File: config.mk
export PLATFORM = sky130hd
export DESIGN_NAME = led_pattern_gen
export DESIGN_NICKNAME = d
export VERILOG_FILES = /design/src/rtl/led_pattern_gen.sv
export SDC_FILE = /design/constraint.sdc
export NUM_CORES = 1
export LEC_CHECK = 0
export ABC_AREA = 0
export CORE_MARGIN = 4
export CORE_UTILIZATION = 25
export CTS_BUF_LIST = sky130_fd_sc_hd__clkbuf_4 sky130_fd_sc_hd__clkbuf_8
export DETAILED_ROUTE_END_ITERATION = 10
export PLACE_DENSITY = 0.41
export RECOVER_POWER = 100
export SLEW_MARGIN = 20
export SYNTH_ARGS = -nofsm -noshare
export SYNTH_HDL_FRONTEND = slang
export SYNTH_SLANG_ARGS = --single-unit
File: constraint.sdc
create_clock -name clk -period 5.4 [get_ports clk]
set_input_delay 1.62 -clock clk [delete_from_list [all_inputs] [get_ports clk]]
set_output_delay 1.62 -clock clk [all_outputs]
set_load 0.02 [all_outputs]
File: src/rtl/led_pattern_gen.sv
// LED pattern engine: synchronous prescaler enable driving an N-bit pattern
// generator with selectable modes, direction, run/step control and wrap pulse.
module led_pattern_gen #(
  parameter int          N_LEDS      = 8,
  parameter int          DIV_W       = 32,
  parameter int unsigned DEFAULT_DIV = 5_000_000
) (
  input  logic              clk,
  input  logic              rst,
  input  logic [DIV_W-1:0]  div_i,
  input  logic              div_load_i,
  input  logic [2:0]        mode_i,
  input  logic              dir_i,
  input  logic              run_i,
  input  logic              step_i,
  output logic [N_LEDS-1:0] leds_o,
  output logic              tick_o,
  output logic              wrap_o
);

  typedef enum logic [2:0] {
    M_BINARY = 3'd0,
    M_GRAY   = 3'd1,
    M_ROTATE = 3'd2,
    M_BOUNCE = 3'd3,
    M_BLINK  = 3'd4,
    M_FILL   = 3'd5,
    M_HOLD6  = 3'd6,
    M_HOLD7  = 3'd7
  } mode_t;

  localparam logic [N_LEDS-1:0] ONES = '1;
  localparam logic [N_LEDS-1:0] ONE  = N_LEDS'(1);

  logic [DIV_W-1:0]  div_reg;
  logic [DIV_W-1:0]  presc;
  logic [N_LEDS-1:0] count;
  mode_t             mode_reg;
  logic              bounce_left;

  logic              tick, adv, mode_chg;
  logic [N_LEDS-1:0] count_nxt, leds_nxt;
  logic              wrap_nxt, bounce_left_nxt;

  function automatic logic [N_LEDS-1:0] to_gray(input logic [N_LEDS-1:0] b);
    return b ^ (b >> 1);
  endfunction

  // Hold modes have no seed of their own: entering them keeps the display.
  function automatic logic [N_LEDS-1:0] seed_of(input logic [2:0] m,
                                                input logic [N_LEDS-1:0] cur);
    case (m)
      3'd2, 3'd3: return ONE;
      3'd6, 3'd7: return cur;
      default:    return '0;
    endcase
  endfunction

  assign mode_chg = (mode_i != 3'(mode_reg));
  assign tick     = run_i & ((div_reg <= DIV_W'(1)) | (presc >= div_reg - DIV_W'(1)));
  assign adv      = ~mode_chg & ((tick & ~div_load_i) | (step_i & ~run_i));

  always_comb begin
    count_nxt       = count;
    leds_nxt        = leds_o;
    wrap_nxt        = 1'b0;
    bounce_left_nxt = bounce_left;
    case (mode_reg)
      M_BINARY, M_GRAY: begin
        count_nxt = dir_i ? count + N_LEDS'(1) : count - N_LEDS'(1);
        wrap_nxt  = dir_i ? (count == ONES) : (count == '0);
        leds_nxt  = (mode_reg == M_GRAY) ? to_gray(count_nxt) : count_nxt;
      end
      M_ROTATE: begin
        leds_nxt = dir_i ? {leds_o[N_LEDS-2:0], leds_o[N_LEDS-1]}
                         : {leds_o[0], leds_o[N_LEDS-1:1]};
        wrap_nxt = (leds_nxt == ONE);
      end
      M_BOUNCE: begin
        if (bounce_left) begin
          leds_nxt = leds_o << 1;
          if (leds_nxt[N_LEDS-1]) bounce_left_nxt = 1'b0;
        end else begin
          leds_nxt = leds_o >> 1;
          if (leds_nxt[0]) bounce_left_nxt = 1'b1;
        end
        wrap_nxt = (leds_nxt == ONE);
      end
      M_BLINK: begin
        leds_nxt = ~leds_o;
        wrap_nxt = (leds_nxt == '0);
      end
      M_FILL: begin
        leds_nxt = (leds_o == ONES) ? '0 : {leds_o[N_LEDS-2:0], 1'b1};
        wrap_nxt = (leds_nxt == '0);
      end
      default: begin
        leds_nxt = leds_o;
        wrap_nxt = 1'b0;
      end
    endcase
  end

  // Single register stage: prescaler, pattern state and output pulses.
  always_ff @(posedge clk or negedge rst) begin
    if (!rst) begin
      div_reg     <= DIV_W'(DEFAULT_DIV);
      presc       <= '0;
      count       <= '0;
      mode_reg    <= M_BINARY;
      bounce_left <= 1'b1;
      leds_o      <= '0;
      tick_o      <= 1'b0;
      wrap_o      <= 1'b0;
    end else begin
      mode_reg <= mode_t'(mode_i);
      tick_o   <= adv;
      wrap_o   <= adv & wrap_nxt;
      if (div_load_i) div_reg <= div_i;
      if (div_load_i || mode_chg) presc <= '0;
      else if (run_i)             presc <= tick ? '0 : presc + DIV_W'(1);
      if (mode_chg) begin
        leds_o      <= seed_of(mode_i, leds_o);
        count       <= '0;
        bounce_left <= 1'b1;
      end else if (adv) begin
        leds_o      <= leds_nxt;
        count       <= count_nxt;
        bounce_left <= bounce_left_nxt;
      end
    end
  end

endmodule

==> Word-level counts from Yosys, hierarchy flattened <==
Cells that the tools add are included.
{ "totals": {"wordCells": 81, "input_bits": 41, "output_inout_bits": 10, "reg_bits": 86} }
{ "op_classes": {"addsub": 4, "reduce_logical": 16, "n_bitwise": 12, "n_lt_le_gt_ge": 2, "n_eq_ne": 15, "n_mux": 24} }
{ "op_table": {"columns": ["operator", "count"], "rows": [
  ["32-bit 2-to-1 mux", 3],
  ["8-bit 2-to-1 mux", 11],
  ["8-bit case mux with 5 select lines", 1],
  ["32-bit by 1-bit adder with 32-bit output, second input constant", 1],
  ["32-bit greater-or-equal comparator", 1],
  ["32-bit by 1-bit <= comparator with 1-bit output, second input constant", 1],
  ["32-bit by 1-bit subtractor with 32-bit output, second input constant", 1],
  ["8-bit logical NOT", 3],
  ["8-bit by 1-bit == test with 1-bit output, second input constant", 2],
  ["8-bit == test, second input constant", 2],
  ["8-bit case mux with 2 select lines", 1],
  ["3-bit by 2-bit == test with 1-bit output, second input constant", 4],
  ["3-bit == test, second input constant", 4],
  ["8-bit by 1-bit adder with 8-bit output, second input constant", 1],
  ["8-bit NOT", 1],
  ["2-bit nonzero test", 4],
  ["8-bit by 1-bit subtractor with 8-bit output, second input constant", 1],
  ["8-bit by 7-bit bitwise XOR with 8-bit output", 1],
  ["1-bit 2-to-1 mux", 7],
  ["6-bit nonzero test", 1],
  ["2-bit OR reduction", 3],
  ["1-bit bitwise AND", 5],
  ["1-bit case mux with 5 select lines", 1],
  ["2-bit AND reduction", 2],
  ["8 further kinds", 11]
]} }

==> Longest topological paths before layout <==
Gate-level depths: netlist of run 1.
{ "depth": {"word_depth": 9, "ltp_mapped": 17} }

==> Worst setup path after synthesis of run 1 <==
No wires, ideal clock.
{ "synth_timing": {"path_kind": "input -> register", "startpoint": "input port dir_i", "endpoint": "register leds_o[6]", "path_stages": 10, "path_buffers": 1, "setup_slack_ps": 1372, "arrival_ps": 3932, "required_ps": 5305, "setup_time_ps": 95, "cell_sequence": "clkbuf_1 > inv_1 > ha_1 > nor2b_1 > o31a_1 > o21a_1 > or3_1 > and3b_1 > mux2_2 > o32ai_2"} }
{ "synth_between": {"elab_chain_cells": 6, "word_cells_on_any_way": 7, "cone_classes": "mux: 6; bitwise: 1"} }
{ "synth_rtl": {"columns": ["item", "line_no", "text"], "rows": [
  ["from (decl)", "13", "input logic dir_i,"],
  ["8-bit 2-to-1 mux", "70", "count_nxt = dir_i ? count + N_LEDS'(1) : count - N_LEDS'(1);"],
  ["8-bit by 7-bit bitwise XOR with 8-bit output", "46", "return b ^ (b >> 1);"],
  ["8-bit 2-to-1 mux", "72", "leds_nxt = (mode_reg == M_GRAY) ? to_gray(count_nxt) : count_nxt;"],
  ["8-bit case mux with 5 select lines *", "68", "case (mode_reg)"],
  ["8-bit 2-to-1 mux *", "126", "end else if (adv) begin"],
  ["8-bit 2-to-1 mux *", "122", "if (mode_chg) begin"],
  ["to (signal assigned)", "123", "leds_o <= seed_of(mode_i, leds_o);"],
  ["to (signal assigned)", "127", "leds_o <= leds_nxt;"],
  ["to (decl)", "16", "output logic [N_LEDS-1:0] leds_o,"]
]} }
Every way passes the cells marked *; elsewhere a longest branch is shown, timed or not. The select of a mux whose other input is x is not followed.
A chain may end at the register's enable or synchronous reset.

==> Worst setup path after layout of run 1 <==
{ "layout_timing": {"startpoint": "register div_reg[7]", "endpoint": "register presc[20]"} }
{ "layout_between": {"elab_chain_cells": 7, "word_cells_on_any_way": 8, "cone_classes": "add/sub: 1; order compare: 2; mux: 3; bitwise: 2"} }
{ "layout_rtl": {"columns": ["item", "line_no", "text"], "rows": [
  ["from (decl)", "35", "logic [DIV_W-1:0] div_reg;"],
  ["from (signal assigned)", "107", "div_reg <= DIV_W'(DEFAULT_DIV);"],
  ["from (signal assigned)", "119", "if (div_load_i) div_reg <= div_i;"],
  ["32-bit by 1-bit subtractor with 32-bit output", "60", "assign tick = run_i & ((div_reg <= DIV_W'(1)) | (presc >= div_reg - DIV_W'(1)));"],
  ["32-bit greater-or-equal comparator", "60", null],
  ["1-bit bitwise OR *", "60", null],
  ["1-bit bitwise AND *", "60", null],
  ["32-bit 2-to-1 mux * (2 in a row)", "121", "else if (run_i) presc <= tick ? '0 : presc + DIV_W'(1);"],
  ["32-bit 2-to-1 mux *", "120", "if (div_load_i || mode_chg) presc <= '0;"],
  ["to (signal assigned)", "121", null],
  ["to (decl)", "36", "logic [DIV_W-1:0] presc;"]
]} }
Marked as above.

==> results of run 1 <==
## worst max-delay path, stage by stage (launching register included)
cell and delay [ns]:
dfrtp_1 0.44, nor4_2 0.45, nand4_1 0.24, or2_0 0.29
nor4_2 0.30, nand2_1 0.14, or3_1 0.34, xor2_1 0.16
ha_1 0.30, and4_1 0.20, a221oi_1 0.27, o221ai_1 0.34
a211oi_4 0.27, buf_4 0.50, o21ai_0 0.17, a31oi_1 0.22
## how the worst min path moves through the flow
stage / depth (start not counted) / slack, ns / to / start
global route: 1 / 0.56 / presc[26]$_DFFE_PN0P_ / presc[26]$_DFFE_PN0P_
floorplan: 1 / 0.47 / presc[26]$_DFFE_PN0P_ / presc[26]$_DFFE_PN0P_
CTS: 1 / 0.53 / presc[26]$_DFFE_PN0P_ / presc[26]$_DFFE_PN0P_
finish: 1 / 0.53 / presc[26]$_DFFE_PN0P_ / presc[26]$_DFFE_PN0P_
global placement: 1 / 0.51 / presc[26]$_DFFE_PN0P_ / presc[26]$_DFFE_PN0P_
detailed placement: 1 / 0.50 / presc[26]$_DFFE_PN0P_ / presc[26]$_DFFE_PN0P_
## layout make-up
cell class                 count  area, µm²  share of cell area (%)
clock buffer                  12        159                    2.23
clock inverter                 4       55.1                   0.774
inverter                      29        109                    1.53
multi-input combinational    516       3720                    52.3
sequential                    86       2160                    30.4
tap                          319        399                    5.61
timing repair buffer          53        510                    7.18
## metal layers
layer | routed length, µm | track usage (%) | vias up
met3 | 772 | 2.71 | 18
met2 | 7740 | 19.5 | 110
met5 | 0 | 0 | -
met1 | 8940 | 20.2 | 2567
li1 | - | - | 2521
met4 | 293 | 4.19 | 0
## cell usage in the layout, fill, tap and decap left out, types with 24 or more instances in the layout
cell type | synthesis | final
mux2_2 | 33 | 33
xnor2_1 | 28 | 28
nand2_1 | 62 | 62
o21ai_0 | 27 | 29
dfrtp_1 | 77 | 77
ha_1 | 44 | 44
a21oi_1 | 40 | 40
a31oi_1 | 24 | 24
nand3_1 | 25 | 25
nor2_1 | 38 | 38
clkdlybuf4s50_1 | 0 | 35
inv_1 | 29 | 29
## logic make-up after synthesis
kind of cell,share of synthesized area (%)
AND/OR/NAND/NOR,20.1
XOR/XNOR,6.54
buffers and inverters,3.53
multiplexers,6.58
flip-flops,35.5
AO/OA/AOI/OAI,18.5
adder cells (fa/ha/maj),9.35
## metrics by stage
step	instance area (µm²)	setup WS [ns]
2_1_floorplan	6100	1.37
3_3_place_gp	6920	0.889
3_5_place_dp	6920	0.781
4_1_cts	7140	0.753
5_1_grt	7110	0.240
6_report	7110	0.660
## power by group
group	leakage (nW)	internal, mW	switching [mW]
Clock	0.106	0.246	0.262
Combinational	1.63	0.114	0.133
Sequential	1.11	0.676	0.0450
Total	2.84	1.04	0.440
==> metrics.txt, run 1 <==
Vias=5216; Core Util, Final=30.0%; clk slew on worst S/H paths=0.09 ns; synth top area cells=dfrtp_1 32%, ha_1 9.0%, mux2_2 6.1%, xnor2_1 4.0%, dfstp_2 3.9%; most frequent cell after synthesis=dfrtp_1; Skew-Pair Late Insertion Delay=0.38 ns; Avg Inst Size Synth=9.37 µm²; CTS hold repair buffers=0; die height=164 µm; Mapped Cells=651; GRT Total Usage=13.5%; Req. time, crit path=5.69 ns; area leader, netlist=dfrtp_1; Leak=2.84 nW; Commonest cells post-synth=77 x dfrtp_1, 62 x nand2_1, 44 x ha_1; setup tns final=0 ns; TritonCTS Buffers=9; first-pass GRT wire length=28500 µm; First DRT Iteration DRCs=306; Pins Over Slew Limit=67; Final ANT Viol Nets=0; GP Congestion=0.816; initial antenna violation count=0; Fin Hold WS=0.528 ns; reg2reg start=div_reg[7]$_DFFE_PN0P_; Crit Path Class=reg -> reg; DR pass1 iterations=4; # resized after CTS=0; # diodes=0; area delta synth->final=16.6%; Post-synth EDFFs=0; clock buffer depth=2; startpoint types=flip-flop; FMAX=211 MHz; status=finished, violations left; flop2flop setup slack=0.66 ns; Nets=781; Synthesized Nets=737; Seq/Total Area, Yosys=35.5%; filler cell count=2436; Setup Fix Bufs, Post-CTS=0; library cells used by synthesis=70; worst setup path startpoint=div_reg[7]$_DFFE_PN0P_; FP Rows=56; I/O pins=51; vias in the first global route=5110; root buf cell=clkbuf_8; Hold Vio Cnt, Final=0; RSZ-0062 raised after global routing=false; fin crit share=87.8%; DR WL/cell=17.4 µm; TritonCTS clock tree=yes; WL final=17700 µm; H-tree Lvls=3; min-delay worst type=reg -> reg; Tightest Pin Transition=2.25 ns; synthesis-stage register bit count=86; CP arrival=5.03 ns; R2R cell count=15; Clock Skew=0.0106 ns; minimum clock period=4.74 ns; Die W=164 µm; DRC=0; Synth async-reset ratio=100%; layout cells sized above 1=10.9%; top_reg_cell synth=dfrtp_1; Initial Util=25.7%; Detailed Place HPWL=13300 µm; Via-to-Cell Ratio=5.12; Synth warnings=0; reg2reg end=presc[20]$_DFFE_PN0P_; Pwr Total=1.48 mW; violated checks=max-capacitance violations, max-slew violations; Syn Std Cell Area=0.00610 mm²; max_slew headroom=-49.7%; critical path endpoint category=flip-flop; final setup violation count=0; Layout Cells excl Fill=1019; crit-path max FO=59; post-synth top area share=31.6%; critical path capture point=presc[20]$_DFFE_PN0P_; Core Footprint=0.0238 mm²; MaxCap Viol Count=2; pwr/cell area=208 mW/mm²; placed insts=1003; I/O Buffers=50; largest net degree at the start of global routing=63; DIE AREA=0.0270 mm²; CTS sink cnt=86; grt ovf=0; maximum vdd ir drop=148 µV
Power figures use the tool's default switching activity.
==> inputs of run 2 (changes only) <==
CORE_MARGIN = not set   (was 4)
REMOVE_ABC_BUFFERS = 1   (was not set)
SLEW_MARGIN = not set   (was 20)
==> metrics.txt, run 2 (synthesis gave the netlist of run 1 again) <==
# resized after CTS=0 (unchanged); Net Switching=0.438 mW (was 0.440 mW); Initial Util=25.8% (was 25.7%); fin crit share=88.7% (was 87.8%); CP arrival=5.00 ns (was 5.03 ns); reg2reg start=div_reg[3]$_DFFE_PN0P_ (was div_reg[7]$_DFFE_PN0P_); vias in the first global route=5169 (was 5110); GP Congestion=0.873 (was 0.816); commonest non-fill, non-tap cells in the layout=77 x dfrtp_1, 62 x nand2_1, 44 x ha_1 (unchanged); Detailed Place HPWL=13000 µm (was 13300 µm); worst setup path startpoint=div_reg[3]$_DFFE_PN0P_ (was div_reg[7]$_DFFE_PN0P_); layout cells sized above 1=10.7% (was 10.9%); Leak=2.85 nW (was 2.84 nW); WL final=17300 µm (was 17700 µm); first-pass GRT wire length=28500 µm (about the same); filler cell count=2506 (was 2436); Crit Path Class=reg -> reg (unchanged); # diodes=0 (unchanged); hold path depth=1 (unchanged); placed insts=1005 (was 1003); status=finished, violations left (unchanged); Die W=158 µm (was 164 µm); flop2flop setup slack=0.61 ns (was 0.66 ns); most common library cell in the layout ignoring fill and taps=dfrtp_1 (unchanged); Pins Over Slew Limit=54 (was 67); reg2reg end=leds_o[5]$_DFFE_PN0P_ (was presc[20]$_DFFE_PN0P_); TritonCTS Buffers=9 (unchanged); Hold Vio Cnt, Final=0 (unchanged); H-tree Lvls=3 (unchanged); die height=158 µm (was 164 µm); Sequential Power Share=47.0% (was 48.8%); Design Area, Final=0.00715 mm² (was 0.00711 mm²); clk slew on worst S/H paths=0.10 ns (was 0.09 ns); area delta synth->final=17.1% (was 16.6%); clock buffer depth=2 (unchanged); MaxCap Viol Count=1 (was 2); Req. time, crit path=5.61 ns (was 5.69 ns); Clock Skew=0.0106 ns (about the same); First DRT Iteration DRCs=282 (was 306); FP Rows=56 (unchanged); Nets=783 (was 781); setup tns final=0 ns (unchanged); DRC=0 (unchanged); DR WL/cell=17.0 µm (was 17.4 µm); Core Footprint=0.0237 mm² (was 0.0238 mm²); crit-path max FO=8 (was 59); pwr/cell area=215 mW/mm² (was 208 mW/mm²); initial antenna violation count=0 (unchanged); I/O Buffers=50 (unchanged); switch share=28.5% (was 29.8%); I/O pins=51 (unchanged); Tightest Pin Transition=3.12 ns (was 2.25 ns); Hold Path Sink=presc[26]$_DFFE_PN0P_ (unchanged); Vias=5211 (was 5216); Via-to-Cell Ratio=5.10 (was 5.12); minimum clock period=4.79 ns (was 4.74 ns); CTS hold repair buffers=0 (unchanged); Skew-Pair Late Insertion Delay=0.38 ns (about the same); Layout Cells excl Fill=1021 (was 1019); Register Area=0.00216 mm² (unchanged); max_slew headroom=-108% (was -49.7%); P_int=1.10 mW (was 1.04 mW); GRT Total Usage=14.8% (was 13.5%); largest net degree at the start of global routing=54 (was 63); CTS sink cnt=86 (unchanged); RSZ-0062 raised after global routing=false (unchanged); Placed Area=0.00694 mm² (was 0.00692 mm²); startpoint types=flip-flop (unchanged); maximum vdd ir drop=132 µV (was 148 µV); Comb pwr share=15.7% (was 16.7%); DR pass1 iterations=6 (was 4); DIE AREA=0.0250 mm² (was 0.0270 mm²); Final ANT Viol Nets=0 (unchanged); hold_sp=presc[26]$_DFFE_PN0P_ (unchanged); FMAX=209 MHz (was 211 MHz); R2R cell count=14 (was 15); violated checks=max-capacitance violations, max-slew violations (unchanged); root buf cell=clkbuf_8 (unchanged); Setup Fix Bufs, Post-CTS=0 (unchanged); Fin Hold WS=0.526 ns (was 0.528 ns); final setup violation count=0 (unchanged); min-delay worst type=reg -> reg (unchanged); critical path endpoint category=flip-flop (unchanged); grt ovf=0 (unchanged); TritonCTS clock tree=yes (unchanged); Clock Power Share=37.3% (was 34.4%); area of the multi-input gates=0.00371 mm² (was 0.00372 mm²)
## run 2: cell types whose count changed in the layout (fill, tap and decap cells not counted), sizes merged
cell | previous run | this run
bufinv | 1 | 3
clkbuf | 14 | 13
clkinv | 2 | 0
clkinvlp | 1 | 3
inv | 29 | 30
## run 2: layout make-up
| class | count | area share (%) |
|---|---|---|
| sequential | 86 | 30.3 |
| clock buffer | 9 | 1.73 |
| multi-input combinational | 516 | 51.9 |
| tap | 319 | 5.58 |
| timing repair buffer | 55 | 7.25 |
| inverter | 29 | 1.52 |
| clock inverter | 7 | 1.70 |
## run 2: power groups by stage
stage               Combinational (mW)  Sequential (mW)  Clock (mW)
floorplan                        0.145            0.724           0
global placement                 0.243            0.734           0
detailed placement               0.247            0.735           0
CTS                              0.249            0.723       0.593
global route                     0.271            0.728       0.621
finish                           0.241            0.721       0.574
## run 2: stage by stage
| step | worst slack [ns] | total power [mW] | utilization (%) |
|---|---|---|---|
| detailed placement | 0.763 | 0.982 | 29.3 |
| global route | 0.251 | 1.62 | 30.2 |
| floorplan | 0.0408 | 0.868 | - |
| finish | 0.609 | 1.54 | 30.2 |
| CTS | 0.723 | 1.56 | 30.3 |
| global placement | 0.832 | 0.977 | 29.3 |
## run 2: worst max-delay path: stages, from the launching register on
cell	delay, ns
dfrtp_1	0.45
nor4_4	0.42
nand4_1	0.22
or2_0	0.33
nor4_2	0.41
nand2_1	0.15
or3_1	0.34
xor2_1	0.15
ha_1	0.29
and4_1	0.21
a221oi_1	0.09
o221ai_1	0.49
nand2_4	0.13
a31oi_1	0.72
o32ai_1	0.21
## run 2: routing by layer
metal,up-vias,part of all wire [%],global-route usage [%]
met4,0,1.2,3.98
met2,84,48,24.1
li1,2531,-,-
met5,-,0,0
met3,15,3.1,2.35
met1,2581,48,20.1
## run 2: how the worst max path moves through the flow
stage | end | slack (ns)
after floorplan | presc[6]$_DFFE_PN0P_ | 0.04
after global placement | leds_o[6]$_DFFE_PN0P_ | 0.83
after detailed placement | presc[16]$_DFFE_PN0P_ | 0.76
after CTS | presc[28]$_DFFE_PN0P_ | 0.72
after global routing | leds_o[2]$_DFFE_PN0P_ | 0.25
final | leds_o[5]$_DFFE_PN0P_ | 0.61
==> inputs of run 3 (changes only) <==
CELL_PAD_IN_SITES_DETAIL_PLACEMENT = 0   (was not set)
CELL_PAD_IN_SITES_GLOBAL_PLACEMENT = 1   (was not set)
PLACE_DENSITY = not set   (was 0.41)
PLACE_DENSITY_LB_ADDON = 0.1   (was not set)
==> metrics.txt, run 3 (synthesis gave the netlist of run 1 again) <==
Pins Over Slew Limit=98 (was 54); Final ANT Viol Nets=0 (unchanged); area delta synth->final=17.0% (was 17.1%); Layout Cells excl Fill=1022 (was 1021); Tightest Pin Transition=3.35 ns (was 3.12 ns); final setup violation count=0 (unchanged); Register Area=0.00216 mm² (unchanged); GP Congestion=0.833 (was 0.873); # diodes=0 (unchanged); layout cells sized above 1=10.8% (was 10.7%); largest net degree at the start of global routing=57 (was 54); Pwr Total=1.51 mW (was 1.54 mW); I/O Buffers=50 (unchanged); RSZ-0062 raised after global routing=false (unchanged); met3 Resource Use GR=3.42% (was 2.35%); placed insts=1006 (was 1005); Core Footprint=0.0237 mm² (unchanged); CP arrival=4.95 ns (was 5.00 ns); filler cell count=2548 (was 2506); pwr/cell area=212 mW/mm² (was 215 mW/mm²); clk slew on worst S/H paths=0.10 ns (about the same); Initial Util=25.8% (unchanged); fin crit share=87.7% (was 88.7%); violated checks=max-capacitance violations, max-slew violations (unchanged); Vias=5175 (was 5211); TritonCTS clock tree=yes (unchanged); Setup Fix Bufs, Post-CTS=0 (unchanged); clock buffer depth=2 (unchanged); area of the multi-input gates=0.00371 mm² (about the same); DR pass1 iterations=4 (was 6); First DRT Iteration DRCs=201 (was 282); startpoint types=flip-flop (unchanged); Clock Skew=0.0204 ns (was 0.0106 ns); DR WL/cell=17.6 µm (was 17.0 µm); # resized after CTS=0 (unchanged); critical path endpoint category=flip-flop (unchanged); Fin Hold WS=0.535 ns (was 0.526 ns); CTS hold repair buffers=0 (unchanged); commonest non-fill, non-tap cells in the layout=77 x dfrtp_1, 62 x nand2_1, 44 x ha_1 (unchanged); FMAX=211 MHz (was 209 MHz); maximum vdd ir drop=107 µV (was 132 µV); DRC=0 (unchanged); min-delay worst type=reg -> reg (unchanged); Req. time, crit path=5.61 ns (about the same); GRT met1 Usage=19.6% (was 20.1%); H-tree Lvls=3 (unchanged); TritonCTS Buffers=9 (unchanged); Die W=158 µm (unchanged); Hold Vio Cnt, Final=0 (unchanged); vias in the first global route=5213 (was 5169); first-pass GRT wire length=29000 µm (was 28500 µm); GRT Total Usage=15.4% (was 14.8%); die height=158 µm (unchanged); GR Layer Usage met2=25.6% (was 24.1%); Skew-Pair Late Insertion Delay=0.38 ns (about the same); setup tns final=0 ns (unchanged); Detailed Place HPWL=13700 µm (was 13000 µm); FP Rows=56 (unchanged); Nets=784 (was 783); status=finished, violations left (unchanged); I/O pins=51 (unchanged); most common library cell in the layout ignoring fill and taps=dfrtp_1 (unchanged); root buf cell=clkbuf_8 (unchanged); Via-to-Cell Ratio=5.06 (was 5.10); MaxCap Viol Count=2 (was 1); max_slew headroom=-123% (was -108%); DIE AREA=0.0250 mm² (unchanged); crit-path max FO=8 (unchanged); initial antenna violation count=0 (unchanged); WL final=18000 µm (was 17300 µm); minimum clock period=4.74 ns (was 4.79 ns); GR peak layer=met2 (unchanged); grt ovf=0 (unchanged); Leak=2.86 nW (was 2.85 nW); CTS sink cnt=86 (unchanged); Crit Path Class=reg -> reg (unchanged)
-- run 3: cell count changes in the layout (fill, tap and decap cells not counted) --
cell        delta
clkinvlp_4     -2
inv_6          -1
buf_4          +1
clkbuf_8       +2
nor3_1         +1
buf_2          +1
bufinv_16      -1
nor3_2         -1
clkbuf_1       -1
clkbuf_4       +2
-- run 3: worst max-delay path, stage by stage (launching register included) --
cell	delay [ns]
dfrtp_1	0.44
nor4_2	0.43
nand4_1	0.22
or2_0	0.31
nor4_2	0.39
nand2_1	0.15
or3_1	0.34
xor2_1	0.15
ha_1	0.29
and4_1	0.20
a221oi_1	0.09
o221ai_1	0.51
nand2_4	0.15
a31oi_1	0.68
o32ai_1	0.24
-- run 3: cell type report --
| class | count | share of cell area, % |
|---|---|---|
| multi-input combinational | 516 | 51.9 |
| timing repair buffer | 56 | 7.38 |
| sequential | 86 | 30.3 |
| clock inverter | 3 | 0.946 |
| tap | 319 | 5.59 |
| clock buffer | 13 | 2.33 |
| inverter | 29 | 1.52 |
-- run 3: power breakdown --
| part | total (mW) | switching, mW | internal [mW] |
|---|---|---|---|
| clock network | 0.551 | 0.254 | 0.297 |
| registers | 0.720 | 0.0442 | 0.676 |
| logic | 0.243 | 0.129 | 0.114 |
| total | 1.51 | 0.427 | 1.09 |
-- run 3: stage by stage --
| step | setup slack [ns] | cell area (µm²) | utilization, % |
|---|---|---|---|
| after detailed placement | 0.767 | 6940 | 29.3 |
| after global routing | 0.218 | 7140 | 30.1 |
| after CTS | 0.746 | 7170 | 30.3 |
| after global placement | 0.847 | 6940 | 29.3 |
| after floorplan | 0.0408 | 6000 | - |
| final | 0.663 | 7140 | 30.1 |
-- run 3: worst paths after layout --
path                                          end  slack [ns]  depth (start not counted)              startpoint
max in group asynchronous  div_reg[7]$_DFFE_PN0P_        1.13                          1                     rst
hold reg to reg             presc[26]$_DFFE_PN0P_        0.54                          1   presc[26]$_DFFE_PN0P_
setup / recovery            leds_o[2]$_DFFE_PN0P_        0.66                         14  div_reg[7]$_DFFE_PN0P_
setup reg to reg            leds_o[2]$_DFFE_PN0P_        0.66                         14  div_reg[7]$_DFFE_PN0P_
min in group asynchronous   presc[13]$_DFFE_PN0P_        2.36                          1                     rst
hold / removal              presc[26]$_DFFE_PN0P_        0.54                          1   presc[26]$_DFFE_PN0P_
-- run 3: per-layer routing --
layer / routed length [µm] / up-vias / share of wire, %
met2: 8630 / 85 / 48
met5: 0 / - / 0
met3: 610 / 22 / 3.4
li1: - / 2540 / -
met4: 436 / 0 / 2.4
met1: 8280 / 2528 / 46
